[config.mk]
export PLATFORM = sky130hd
export DESIGN_NAME = button_event_arbiter
export DESIGN_NICKNAME = d
export VERILOG_FILES = /design/src/rtl/button_event_arbiter.sv
export SDC_FILE = /design/constraint.sdc
export NUM_CORES = 1
export LEC_CHECK = 0
export CORE_MARGIN = 2
export CORE_UTILIZATION = 57
export CTS_BUF_LIST = sky130_fd_sc_hd__clkbuf_8
export DETAILED_ROUTE_END_ITERATION = 8
export GPL_TIMING_DRIVEN = 0
export MAX_ROUTING_LAYER = met4
export PLACE_DENSITY = 0.89
export SLEW_MARGIN = 25
export SYNTH_ARGS = -nofsm -noshare
export SYNTH_HDL_FRONTEND = slang
export SYNTH_SLANG_ARGS = --single-unit
[constraint.sdc]
create_clock -name clk -period 4.7 [get_ports clk]
set_clock_uncertainty 0.2 [all_clocks]
set_input_delay 0.47 -clock clk [delete_from_list [all_inputs] [get_ports clk]]
set_output_delay 0.47 -clock clk [all_outputs]
set_load 0.01 [all_outputs]
[src/rtl/button_event_arbiter.sv]
// ---------------------------------------------------------------------------
// button_event_arbiter
//   Turns N_BTN debounced button levels into discrete events (press, release,
//   long-press), arbitrates them round-robin one per cycle into a small event
//   FIFO, and presents the FIFO head to the processor I/O side.
//
// Ports
//   clk         system clock
//   rst_n       asynchronous active-low reset
//   tick_en     1-cycle timebase strobe used for long-press timing
//   btn_level   debounced button levels, 1 = pressed
//   evt_valid   FIFO head holds an event
//   evt_ready   consumer accepts the head this cycle
//   evt_id      button index of the head event
//   evt_type    01 press, 10 release, 11 long-press
//   fifo_count  number of occupied FIFO entries
//   overflow    sticky flag: an event was lost
//   ovf_clr     clears overflow (a simultaneous drop wins)
//
// Handshake: an event transfers on every rising clk edge where evt_valid and
// evt_ready are both 1. While evt_valid=1 and evt_ready=0 the head
// (evt_id/evt_type) is held stable. evt_valid never depends combinationally
// on evt_ready; all head outputs come straight from registers.
// ---------------------------------------------------------------------------
module button_event_arbiter #(
  parameter int N_BTN      = 4,
  parameter int LONG_CNT   = 64,
  parameter int FIFO_DEPTH = 4
) (
  input  logic                          clk,
  input  logic                          rst_n,
  input  logic                          tick_en,
  input  logic [N_BTN-1:0]              btn_level,
  output logic                          evt_valid,
  input  logic                          evt_ready,
  output logic [$clog2(N_BTN)-1:0]      evt_id,
  output logic [1:0]                    evt_type,
  output logic [$clog2(FIFO_DEPTH):0]   fifo_count,
  output logic                          overflow,
  input  logic                          ovf_clr
);

  localparam int IW = $clog2(N_BTN);
  localparam int PW = $clog2(FIFO_DEPTH);
  localparam int CW = $clog2(FIFO_DEPTH) + 1;
  localparam int HW = $clog2(LONG_CNT + 1);
  localparam int EW = IW + 2;

  localparam logic [1:0] EVT_PRESS   = 2'b01;
  localparam logic [1:0] EVT_RELEASE = 2'b10;
  localparam logic [1:0] EVT_LONG    = 2'b11;

  // Per-button edge / hold tracking
  logic [N_BTN-1:0] r_prev_level;
  logic [HW-1:0]    r_hold_cnt [N_BTN];
  logic [N_BTN-1:0] r_long_done;

  // Pending event bits, one per button and event type
  logic [N_BTN-1:0] r_pend_press;
  logic [N_BTN-1:0] r_pend_long;
  logic [N_BTN-1:0] r_pend_rel;

  // Holds (last granted index + 1) mod N_BTN, so the reset value 0 makes
  // the first scan start at button 0.
  logic [IW-1:0]    r_scan_start;

  // Event FIFO with registered head
  logic [EW-1:0]    r_mem [FIFO_DEPTH];
  logic [PW-1:0]    r_wr_ptr;
  logic [PW-1:0]    r_rd_ptr;
  logic [CW-1:0]    r_count;
  logic             r_evt_valid;
  logic [EW-1:0]    r_head;
  logic             r_ovf;

  logic [N_BTN-1:0] w_rise;
  logic [N_BTN-1:0] w_fall;
  logic [N_BTN-1:0] w_set_long;
  logic [N_BTN-1:0] w_clr_press;
  logic [N_BTN-1:0] w_clr_long;
  logic [N_BTN-1:0] w_clr_rel;
  logic             w_drop;

  logic             w_pop;
  logic             w_full;
  logic             w_can_accept;
  logic             w_grant_found;
  logic [IW-1:0]    w_grant_idx;
  logic [1:0]       w_grant_type;
  logic [IW-1:0]    w_scan_j;
  logic [EW-1:0]    w_push_data;
  logic [PW-1:0]    w_rd_next;
  logic [CW-1:0]    w_count_next;
  logic             w_head_valid_next;
  logic [EW-1:0]    w_head_data_next;

  // ---------------------------------------------------------------------
  // Event detection
  // ---------------------------------------------------------------------
  assign w_rise = btn_level & ~r_prev_level;
  assign w_fall = ~btn_level & r_prev_level;

  // Long press fires on the tick that brings the hold count to LONG_CNT;
  // long_done blocks a second long event within the same press.
  always_comb begin
    w_set_long = '0;
    for (int i = 0; i < N_BTN; i++) begin
      w_set_long[i] = btn_level[i] & tick_en & ~r_long_done[i] &
                      (r_hold_cnt[i] == HW'(LONG_CNT - 1));
    end
  end

  // A set request on a bit that is already pending and not being granted
  // this cycle loses the event.
  assign w_drop = |((w_rise     & r_pend_press & ~w_clr_press) |
                    (w_set_long & r_pend_long  & ~w_clr_long)  |
                    (w_fall     & r_pend_rel   & ~w_clr_rel));

  // ---------------------------------------------------------------------
  // Round-robin arbiter: one grant per cycle, only if the FIFO can take it
  // ---------------------------------------------------------------------
  assign w_pop        = r_evt_valid & evt_ready;
  assign w_full       = (r_count == CW'(FIFO_DEPTH));
  assign w_can_accept = ~w_full | w_pop;

  always_comb begin
    w_grant_found = 1'b0;
    w_grant_idx   = '0;
    w_grant_type  = 2'b00;
    w_scan_j      = '0;
    w_clr_press   = '0;
    w_clr_long    = '0;
    w_clr_rel     = '0;
    for (int k = 0; k < N_BTN; k++) begin
      if (int'(r_scan_start) + k >= N_BTN) begin
        w_scan_j = IW'(int'(r_scan_start) + k - N_BTN);
      end else begin
        w_scan_j = IW'(int'(r_scan_start) + k);
      end
      if (w_can_accept && !w_grant_found) begin
        // Press before long before release keeps per-button order intact.
        if (r_pend_press[w_scan_j]) begin
          w_grant_found          = 1'b1;
          w_grant_idx            = w_scan_j;
          w_grant_type           = EVT_PRESS;
          w_clr_press[w_scan_j]  = 1'b1;
        end else if (r_pend_long[w_scan_j]) begin
          w_grant_found          = 1'b1;
          w_grant_idx            = w_scan_j;
          w_grant_type           = EVT_LONG;
          w_clr_long[w_scan_j]   = 1'b1;
        end else if (r_pend_rel[w_scan_j]) begin
          w_grant_found          = 1'b1;
          w_grant_idx            = w_scan_j;
          w_grant_type           = EVT_RELEASE;
          w_clr_rel[w_scan_j]    = 1'b1;
        end
      end
    end
  end

  // ---------------------------------------------------------------------
  // FIFO next-head computation
  // ---------------------------------------------------------------------
  assign w_push_data  = {w_grant_idx, w_grant_type};
  assign w_rd_next    = r_rd_ptr + PW'(w_pop);
  assign w_count_next = r_count + CW'(w_grant_found) - CW'(w_pop);

  // The new head is the entry being written this cycle only when it lands
  // exactly at the next read position (FIFO empty, or one entry being popped).
  always_comb begin
    w_head_valid_next = (w_count_next != '0);
    w_head_data_next  = '0;
    if (w_head_valid_next) begin
      if (w_grant_found && (w_rd_next == r_wr_ptr)) begin
        w_head_data_next = w_push_data;
      end else begin
        w_head_data_next = r_mem[w_rd_next];
      end
    end
  end

  // ---------------------------------------------------------------------
  // State
  // ---------------------------------------------------------------------
  always_ff @(posedge clk or negedge rst_n) begin
    if (!rst_n) begin
      r_prev_level <= '0;
      r_long_done  <= '0;
      r_pend_press <= '0;
      r_pend_long  <= '0;
      r_pend_rel   <= '0;
      r_scan_start <= '0;
      for (int i = 0; i < N_BTN; i++) begin
        r_hold_cnt[i] <= '0;
      end
    end else begin
      r_prev_level <= btn_level;
      // Set wins over a same-cycle grant clear of the same bit.
      r_pend_press <= w_rise     | (r_pend_press & ~w_clr_press);
      r_pend_long  <= w_set_long | (r_pend_long  & ~w_clr_long);
      r_pend_rel   <= w_fall     | (r_pend_rel   & ~w_clr_rel);
      for (int i = 0; i < N_BTN; i++) begin
        if (!btn_level[i]) begin
          r_hold_cnt[i]  <= '0;
          r_long_done[i] <= 1'b0;
        end else begin
          if (tick_en && (r_hold_cnt[i] != HW'(LONG_CNT))) begin
            r_hold_cnt[i] <= r_hold_cnt[i] + HW'(1);
          end
          if (w_set_long[i]) begin
            r_long_done[i] <= 1'b1;
          end
        end
      end
      if (w_grant_found) begin
        r_scan_start <= (w_grant_idx == IW'(N_BTN - 1)) ? '0 : w_grant_idx + IW'(1);
      end
    end
  end

  always_ff @(posedge clk or negedge rst_n) begin
    if (!rst_n) begin
      r_wr_ptr    <= '0;
      r_rd_ptr    <= '0;
      r_count     <= '0;
      r_evt_valid <= 1'b0;
      r_head      <= '0;
      r_ovf       <= 1'b0;
      for (int i = 0; i < FIFO_DEPTH; i++) begin
        r_mem[i] <= '0;
      end
    end else begin
      if (w_grant_found) begin
        r_mem[r_wr_ptr] <= w_push_data;
        r_wr_ptr        <= r_wr_ptr + PW'(1);
      end
      r_rd_ptr    <= w_rd_next;
      r_count     <= w_count_next;
      r_evt_valid <= w_head_valid_next;
      r_head      <= w_head_data_next;
      if (w_drop) begin
        r_ovf <= 1'b1;
      end else if (ovf_clr) begin
        r_ovf <= 1'b0;
      end
    end
  end

  assign evt_valid  = r_evt_valid;
  assign evt_id     = r_head[EW-1:2];
  assign evt_type   = r_head[1:0];
  assign fifo_count = r_count;
  assign overflow   = r_ovf;

endmodule

==> results of run 1 <==
[flip-flops by register name, summed over array words and instances, names as in the netlist]
| signal | flops |
|---|---|
| r_pend_press | 4 |
| evt_valid | 1 |
| overflow | 1 |
| r_pend_long | 4 |
| r_mem | 16 |
| r_scan_start | 2 |
| r_pend_rel | 4 |
| r_head | 4 |
| r_wr_ptr | 2 |
| r_rd_ptr | 2 |
| r_prev_level | 4 |
| r_hold_cnt | 28 |
| r_long_done | 4 |
| fifo_count | 3 |
[repair_timing]
item	in CTS	in global routing
hold endpoints to repair	28	0
hold buffers	1	0
gates resized for setup	4	9
setup endpoints to repair	12	11
pin swaps	0	0
[stage by stage]
stage	utilization (%)	hold WS, ns
4_1_cts	65.8	0.276
2_1_floorplan	-	-0.0256
6_report	66.3	0.272
3_5_place_dp	62.8	0.224
5_1_grt	66.3	0.313
3_3_place_gp	62.5	0.257
[cells in the final DEF (no fill, tap or decap), drive strengths merged, types with 4 or more instances in the layout]
cell type      count
xor2              15
dfrtp             79
mux4              16
buf                7
clkdlybuf4s50     16
nor4              16
or3                5
mux2              12
nor3              12
and3               8
nand4             18
and2              10
o21ai             22
nand2             54
a21oi             11
a211oi             5
clkbuf            18
a221oi             4
nand2b             6
inv               36
mux2i              6
ha                19
nor2              29
xnor2             14
nand3              6
[per-layer routing]
layer	part of all wire, %	vias to the layer above	GRT usage (%)
li1	-	1802	-
met1	42	1974	37.3
met2	47	211	41.6
met3	8.0	40	5.95
met4	3.2	0	11.3
met5	0	-	-
[layout make-up]
cell class | instances | area [um2]
fill | 589 | 2770
multi-input combinational | 347 | 2710
sequential | 79 | 1980
timing repair buffer | 19 | 205
clock buffer | 10 | 138
inverter | 36 | 135
tap | 105 | 131
clock inverter | 5 | 81.3
buffer | 13 | 67.6
[power by group through the flow]
| stage | clock network, mW | registers (mW) | logic (mW) |
|---|---|---|---|
| floorplan | 0 | 0.984 | 1.21 |
| global placement | 0 | 1.01 | 1.60 |
| detailed placement | 0 | 1.02 | 1.65 |
| CTS | 0.569 | 1.01 | 1.69 |
| global route | 0.601 | 1.04 | 1.90 |
| finish | 0.565 | 1.02 | 1.76 |
[logic make-up after synthesis]
group           Yosys count  synth area share, %
simple gates            184                 20.6
buf+inv                  50                 4.25
xor+xnor                 29                 5.26
flops                    79                 40.9
compound gates           80                 11.5
fa+ha+maj                20                 5.34
mux                      34                 12.1
[path summary, 6_finish.rpt]
path | start | end | slack [ns] | depth (start not counted)
setup / recovery | r_scan_start[0] | overflow | 0.23 | 12
max in group asynchronous | rst_n | r_scan_start[0] | 3.31 | 3
min in group asynchronous | rst_n | r_hold_cnt[14] | 0.39 | 2
setup reg to reg | r_scan_start[0] | overflow | 0.23 | 12
hold reg to reg | r_prev_level[3] | r_pend_press[3] | 0.27 | 1
hold / removal | r_prev_level[3] | r_pend_press[3] | 0.27 | 1
[cell usage after synthesis (all sizes together), types with 4 or more instances]
cell | number | area share (%)
or3 | 5 | 0.65
inv | 35 | 2.7
mux2 | 12 | 2.8
nand4 | 18 | 2.3
clkbuf | 9 | 0.70
buf | 5 | 0.75
and3 | 8 | 1.0
nand3 | 6 | 0.62
nor4 | 16 | 2.5
o21ai | 22 | 2.3
mux2i | 6 | 1.2
nand2b | 6 | 0.78
a221oi | 4 | 0.73
mux4 | 16 | 8.1
nand2 | 54 | 4.2
xnor2 | 14 | 2.5
a21oi | 11 | 1.1
and2 | 10 | 1.3
dfrtp | 79 | 41
ha | 19 | 4.9
nor3 | 12 | 1.3
xor2 | 15 | 2.7
nor2 | 29 | 2.3
a211oi | 5 | 0.78
[worst register-to-register path: stages (launching register included)]
cell	delay, ns
dfrtp_2	0.45
buf_6	0.18
buf_2	0.22
inv_1	0.13
ha_4	0.35
mux4_2	0.61
or4_4	0.51
buf_6	0.16
nor4_4	0.41
a211oi_1	0.21
a31oi_1	0.24
o221ai_1	0.16
or4_1	0.51
==> results.json, run 1 <==
{
  "timing.critical_path.slowest_cell_delay_ns": 0.61,
  "syn_nets": 505,
  "dpl_cell_area_um2": 5160,
  "synth.distinct_cells": 67,
  "port_buffers": 17,
  "cp_top_family": "simple AND/OR/NAND/NOR gates",
  "power.density_nw_per_um2": 614,
  "cts_made_buffers": 9,
  "max_cap_violations": 0,
  "placedCellCount": 599,
  "die_w_um": 96.1,
  "cts_tree": "done",
  "leakage_nw": 2.34,
  "cp.buffers_inverters": 4,
  "wl_um": 11700,
  "grtUsageTotal_pct": 27.8,
  "yosys_warnings": 0,
  "rsz0062_at_grt": "no",
  "initial_core_util_pct": 58.8,
  "fin_cells": 614,
  "drtPass1Iterations": 5,
  "grt_max_degree": 52,
  "netSwitchingFraction_pct": 41.5,
  "synthesis.area_um2": 4830,
  "max_freq_ghz": 0.224,
  "htree_levels": 3,
  "vias_per_cell": 6.56,
  "worst_slew_pin_slew_ns": 0.894,
  "core_um2": 8220,
  "grt_pass1_wl_um": 18900,
  "die_h_um": 96.1,
  "setup_total_negative_slack_ns": 0,
  "wl_per_cell_um": 19.0,
  "seq_power_share_pct": 30.4,
  "fin_nets": 534,
  "slew_headroom_pct": 40.0,
  "num_rows": 33,
  "antenna_found_initial": 0,
  "clock-sinks": 79,
  "holdCritPathClass": "register to register",
  "startpoint_type": "register",
  "drive_gt1_share_pct": 12.4,
  "clockBufferDepth": 2,
  "async_reset_ff_share_pct": 100,
  "slowest_stage": "mux4_2",
  "cp_common_cell": "buf_6",
  "layout_setup_ws_ns": 0.228,
  "crit_required_ns": 4.72,
  "dpl_worst_slack_ns": -0.586,
  "endpoint_kind": "register",
  "crit_chain": "buf_6 > buf_2 > inv_1 > ha_4 > mux4_2 > or4_4 > buf_6 > nor4_4 > a211oi_1 > a31oi_1 > o221ai_1 > or4_1",
  "ant_nets": 0,
  "status": "finished clean",
  "gr-total-overflow": 0,
  "critPathMaxFanout": 10,
  "clk_pin_slew_ns": 0.08,
  "grt_pass1_vias": 3812,
  "final-setup-viol-count": 0,
  "hold_viol_final": 0,
  "maxSlewViolCount": 0,
  "vdd_drop_max_uv": 326,
  "ios": 18,
  "power_mw": 3.35,
  "diodes": 0,
  "dr.first_iter.drc_count": 490,
  "post-route-cell-area_um2": 5450,
  "ctsRootBufferMaster": "clkbuf_8",
  "crit_type": "register to register",
  "syn_inst": 476,
  "p_comb_share_pct": 52.7,
  "period_minus_slack_ns": 4.47,
  "syn_area_per_cell_um2": 10.1,
  "yosysSeqAreaShare_pct": 40.9,
  "ys_ff_latch": 79,
  "cts_setup_buffers": 0,
  "clk_latency_ns": 0.36,
  "clkPwrFrac_pct": 16.9,
  "switchingPower_mw": 1.39,
  "vias": 4027,
  "period_share_pct": 95.2,
  "drc": 0,
  "die_area_um2": 9230,
  "area_growth_pct": 12.8,
  "synth_ff_type": "dfrtp_1",
  "synth_edf_count": 0,
  "place_hpwl_um": 8400,
  "cp.arrival_ns": 4.49,
  "finalWeightedCongestion": 0.977,
  "power.internal_mw": 1.96
}
Power figures use the tool's default switching activity.
==> run 2, diff against run 1 <==
Settings changed: CORE_UTILIZATION 57 to 60, PLACE_DENSITY 0.89 to 0.9.
Clock period 4.7 ns to 4.15 ns, I/O delays scaled along.
==> run 2 against run 1 <==
  * Total power rose by 26%
  * Non-clock buffer count rose by 27
  * Die area fell by 4.8%
  * Largest cell class unchanged
==> results.json, run 2 (synthesis gave the netlist of run 1 again) <==
{
  "num_rows": 32,
  "worstHoldStart": "r_prev_level[3]",
  "core_um2": 7770,
  "drtPass1Iterations": 7,
  "r2r_cells": 17,
  "ios": 18,
  "fillers": 468,
  "die_h_um": 93.7,
  "cp_top_family": "adder cells",
  "initial_core_util_pct": 62.2,
  "slew_headroom_pct": 42.9,
  "largest-register": "r_hold_cnt",
  "r2r_end": "r_head[1]",
  "drive_gt1_share_pct": 18.6,
  "cp.arrival_ns": 4.15,
  "crit_required_ns": 4.17,
  "period_minus_slack_ns": 4.13,
  "r2r-start": "r_scan_start[0]",
  "largest_register_ffs": 28,
  "die_w_um": 93.7,
  "clock-sinks": 79,
  "ant_nets": 0,
  "fin_cells": 639,
  "ctsRootBufferMaster": "clkbuf_8",
  "hold_viol_final": 0,
  "vias": 4331,
  "power.density_nw_per_um2": 734,
  "grt_max_degree": 45,
  "max_freq_ghz": 0.242,
  "clockBufferDepth": 2,
  "htree_levels": 3,
  "crit_cells": 17,
  "dr.first_iter.drc_count": 549,
  "startpoint_type": "register",
  "clk_pin_slew_ns": 0.09,
  "final-setup-viol-count": 0,
  "fin_nets": 561,
  "grtUsageTotal_pct": 29.8,
  "area_growth_pct": 19.2,
  "wl_um": 13000,
  "grt_pass1_vias": 3986,
  "wl_per_cell_um": 20.4,
  "worst_slew_pin_slew_ns": 0.835,
  "gr-total-overflow": 0,
  "drc": 0,
  "timing.critical_path.slowest_cell_delay_ns": 0.48,
  "critPathMaxFanout": 6,
  "maxSlewViolCount": 0,
  "multi_input_area_um2": 2790,
  "grt_pass1_wl_um": 19700,
  "port_buffers": 17,
  "period_share_pct": 99.6,
  "die_area_um2": 8790,
  "antenna_found_initial": 0,
  "vdd_drop_max_uv": 398,
  "finalWeightedCongestion": 0.975,
  "status": "finished clean",
  "cp.buffers_inverters": 8,
  "slowest_stage": "mux4_2",
  "top_regs": "r_hold_cnt (28), r_mem (16)",
  "seq_area_um2": 1980,
  "max_cap_violations": 0,
  "leakage_nw": 2.55,
  "clk_latency_ns": 0.35,
  "final_cell_mix": "77 x dfrtp_1, 54 x nand2_1, 34 x inv_1",
  "fin_util_pct": 74.1,
  "holdCritPathClass": "register to register",
  "r2r_slack_ns": 0.02,
  "place_hpwl_um": 8170,
  "cts_tree": "done",
  "crit_chain": "buf_12 > buf_8 > inv_4 > ha_4 > buf_6 > buf_4 > buf_4 > mux4_2 > nor3_2 > a41oi_4 > inv_2 > ha_1 > inv_1 > ha_1 > fa_1 > nor3_4 > nor2_1",
  "vias_per_cell": 6.78,
  "placedCellCount": 596,
  "crit_type": "register to register",
  "min_path_cells": 1,
  "endpoint_kind": "register",
  "cts_made_buffers": 9,
  "diodes": 0,
  "final_common_cell": "dfrtp_1",
  "min_to": "r_pend_press[3]"
}
run 2: cell types whose count changed in the layout (fill, tap and decap cells not counted), sizes merged:
| cell | delta |
|---|---|
| buf | +28 |
| clkbuf | -1 |
| clkinv | +1 |
run 2: timing repair:
| action | 4_1_cts | 5_1_grt |
|---|---|---|
| hold buffers | 1 | 0 |
| resized for setup | 19 | 15 |
| buffers inserted | 4 | 23 |
| pin swaps | 8 | 10 |
| endpoints found under the hold margin | 35 | 0 |
| endpoints found under the setup margin | 21 | 16 |
run 2: cell type report:
cell class	count	area share (%)
clock buffer	10	2.39
timing repair buffer	46	6.95
clock inverter	6	1.48
tap	102	2.22
inverter	36	2.39
buffer	13	1.76
sequential	79	34.4
multi-input combinational	347	48.4
run 2: how the worst max path moves through the flow:
stage / from / end / slack, ns
6_report: r_scan_start[0] / r_head[1] / 0.02
5_1_grt: r_scan_start[0] / r_head[1] / -0.07
4_1_cts: r_scan_start[0] / r_head[1] / 0.02
3_5_place_dp: r_scan_start[0] / r_head[1] / -0.61
3_3_place_gp: r_scan_start[0] / r_head[2] / -0.52
2_1_floorplan: r_scan_start[0] / overflow / 0.06
run 2: through the flow:
step / instance area (um2) / TNS (ns) / setup WS, ns / hold slack (ns) / total power, mW
6_report: 5760 / 0 / 0.0151 / 0.288 / 4.23
5_1_grt: 5760 / -0.250 / -0.0685 / 0.326 / 4.42
4_1_cts: 5520 / 0 / 0.0153 / 0.286 / 3.80
3_5_place_dp: 5160 / -6.32 / -0.609 / 0.197 / 3.04
3_3_place_gp: 5150 / -18.51 / -0.515 / 0.257 / 2.96
2_1_floorplan: 4850 / 0 / 0.0600 / -0.0806 / 2.51
run 2: worst register-to-register path: stages, from the launching register on:
cell     delay (ns)
dfrtp_2        0.44
buf_12         0.13
buf_8          0.12
inv_4          0.07
ha_4           0.20
buf_6          0.13
buf_4          0.13
buf_4          0.12
mux4_2         0.48
nor3_2         0.28
a41oi_4        0.18
inv_2          0.14
ha_1           0.24
inv_1          0.07
ha_1           0.16
fa_1           0.48
nor3_4         0.33
nor2_1         0.10
run 2: report_power, final:
group,internal (mW),switching [mW]
logic,1.12,1.32
clock network,0.353,0.278
registers,0.972,0.182
total,2.45,1.78
run 2: layer usage:
metal  global-route usage, %  wire length, um
met1                    39.5             5070
met2                    44.5             5880
met3                    5.94             1270
met4                    14.6              779
met5                       -                0
==> run 3, diff against run 2 <==
Settings changed: GPL_TIMING_DRIVEN 0 to unset, SKIP_CTS_REPAIR_TIMING set to 1.
==> run 3 against run 2 <==
  * Sequential power is essentially flat
  * Non-clock buffer count shrank 29
  * Setup slack gained 0.18 ns
  * Via count shrank 7.9%
  * Core utilization shrank 4.4 points
  * Final area shrank 6.0%
  * Final cell count is 4.5% lower
  * Hold slack improved by 0.0029 ns
  * Total power decreased by 10%
  * Die area unchanged
  * Wire length decreased by 8.7%
==> results.json, run 3 (synthesis gave the netlist of run 1 again) <==
{
  "grt_pass1_vias": 3950,
  "slew_headroom_pct": 46.9,
  "timing.critical_path.slowest_cell_delay_ns": 0.64,
  "drtPass1Iterations": 6,
  "clk_latency_ns": 0.35,
  "cp.buffers_inverters": 1,
  "clockBufferDepth": 2,
  "holdCritPathClass": "register to register",
  "ant_nets": 0,
  "grt_pass1_wl_um": 19800,
  "wl_um": 11900,
  "die_w_um": 93.7,
  "drive_gt1_share_pct": 13.0,
  "final-setup-viol-count": 0,
  "worst_slew_pin_slew_ns": 0.790,
  "grtUsageTotal_pct": 29.8,
  "core_um2": 7770,
  "cp_top_family": "simple AND/OR/NAND/NOR gates",
  "dpl_worst_slack_ns": 0.234,
  "initial_core_util_pct": 62.2,
  "die_h_um": 93.7,
  "clk_pin_slew_ns": 0.08,
  "antenna_found_initial": 0,
  "gr-total-overflow": 0,
  "crit_chain": "inv_1 > ha_1 > mux4_2 > or4_4 > nor3_2 > nand2_1 > a311oi_1 > o2111ai_1 > or4_1",
  "largest_register_ffs": 28,
  "ctsRootBufferMaster": "clkbuf_8",
  "max_cap_violations": 0,
  "final_common_cell": "dfrtp_1",
  "largest-register": "r_hold_cnt",
  "clock-sinks": 79,
  "vias_per_cell": 6.54,
  "wl_per_cell_um": 19.5,
  "cts_tree": "done",
  "crit_type": "register to register",
  "max_freq_ghz": 0.253,
  "num_rows": 32,
  "dr.first_iter.drc_count": 399,
  "fillers": 559,
  "rsz0062_at_grt": "no",
  "vdd_drop_max_uv": 434,
  "finalWeightedCongestion": 1.01,
  "startpoint_type": "register",
  "setup_total_negative_slack_ns": 0,
  "fin_nets": 532,
  "area_growth_pct": 12.0,
  "critPathMaxFanout": 8,
  "multi_input_area_um2": 2680,
  "die_area_um2": 8790,
  "htree_levels": 3,
  "cp.arrival_ns": 3.98,
  "top_regs": "r_hold_cnt (28), r_mem (16)",
  "power_mw": 3.78,
  "post-route-cell-area_um2": 5410,
  "endpoint_kind": "register",
  "hold_viol_final": 0,
  "period_share_pct": 95.4,
  "dpl_cell_area_um2": 5160,
  "final_cell_mix": "79 x dfrtp_1, 54 x nand2_1, 36 x inv_1",
  "leakage_nw": 2.36,
  "drc": 0,
  "slowest_stage": "mux4_2",
  "ios": 18,
  "grt_max_degree": 80,
  "cts_made_buffers": 9,
  "vias": 3988,
  "place_hpwl_um": 8570,
  "layout_setup_ws_ns": 0.192,
  "crit_required_ns": 4.17,
  "power.density_nw_per_um2": 699,
  "diodes": 0,
  "status": "finished clean",
  "port_buffers": 17,
  "period_minus_slack_ns": 3.96,
  "seq_area_um2": 1980,
  "maxSlewViolCount": 0
}
run 3: cell types whose count changed in the layout (fill, tap and decap cells not counted), sizes merged:
| cell | before | now |
|---|---|---|
| buf | 35 | 13 |
| clkbuf | 17 | 10 |
run 3: metal layers:
metal | global-route usage, % | routed length (um)
met1 | 39.4 | 4840
met2 | 46.3 | 5750
met3 | 5.30 | 856
met4 | 12.0 | 427
met5 | - | 0
run 3: worst register-to-register path, cell delays in order, from the launching register on:
cell and delay, ns:
dfrtp_1 0.35, inv_1 0.08, ha_1 0.47, mux4_2 0.64, or4_4 0.61, nor3_2 0.43
nand2_1 0.13, a311oi_1 0.36, o2111ai_1 0.18, or4_1 0.42
run 3: final cells by class:
cell class | count | area share (%)
Clock buffer | 10 | 2.54
Clock inverter | 6 | 1.57
Inverter | 36 | 2.50
Multi-Input combinational cell | 347 | 49.5
Sequential cell | 79 | 36.5
Tap cell | 102 | 2.36
Timing Repair Buffer | 30 | 5.02
run 3: worst paths after layout:
| kind | from | end | slack, ns | cells past startpoint |
|---|---|---|---|---|
| max | r_scan_start[0] | overflow | 0.19 | 9 |
| min | r_mem[6] | r_mem[6] | 0.29 | 2 |
| max reg2reg | r_scan_start[0] | overflow | 0.19 | 9 |
| min reg2reg | r_mem[6] | r_mem[6] | 0.29 | 2 |
| max in group asynchronous | rst_n | r_hold_cnt[10] | 2.81 | 2 |
| min in group asynchronous | rst_n | r_hold_cnt[2] | 0.45 | 2 |
run 3: report_power, final:
group / leakage (nW) / internal [mW] / total, mW / switching [mW]
Clock: 0.114 / 0.353 / 0.631 / 0.278
Combinational: 1.26 / 0.896 / 2.00 / 1.11
Sequential: 0.988 / 0.970 / 1.15 / 0.182
run 3: per-stage QoR:
step / utilization (%) / instances / hold slack (ns)
2_1_floorplan: - / 476 / -0.0806
4_1_cts: 69.3 / 609 / 0.0433
3_3_place_gp: 66.5 / 593 / 0.260
5_1_grt: 69.7 / 610 / 0.311
3_5_place_dp: 66.5 / 593 / 0.271
6_report: 69.7 / 610 / 0.291
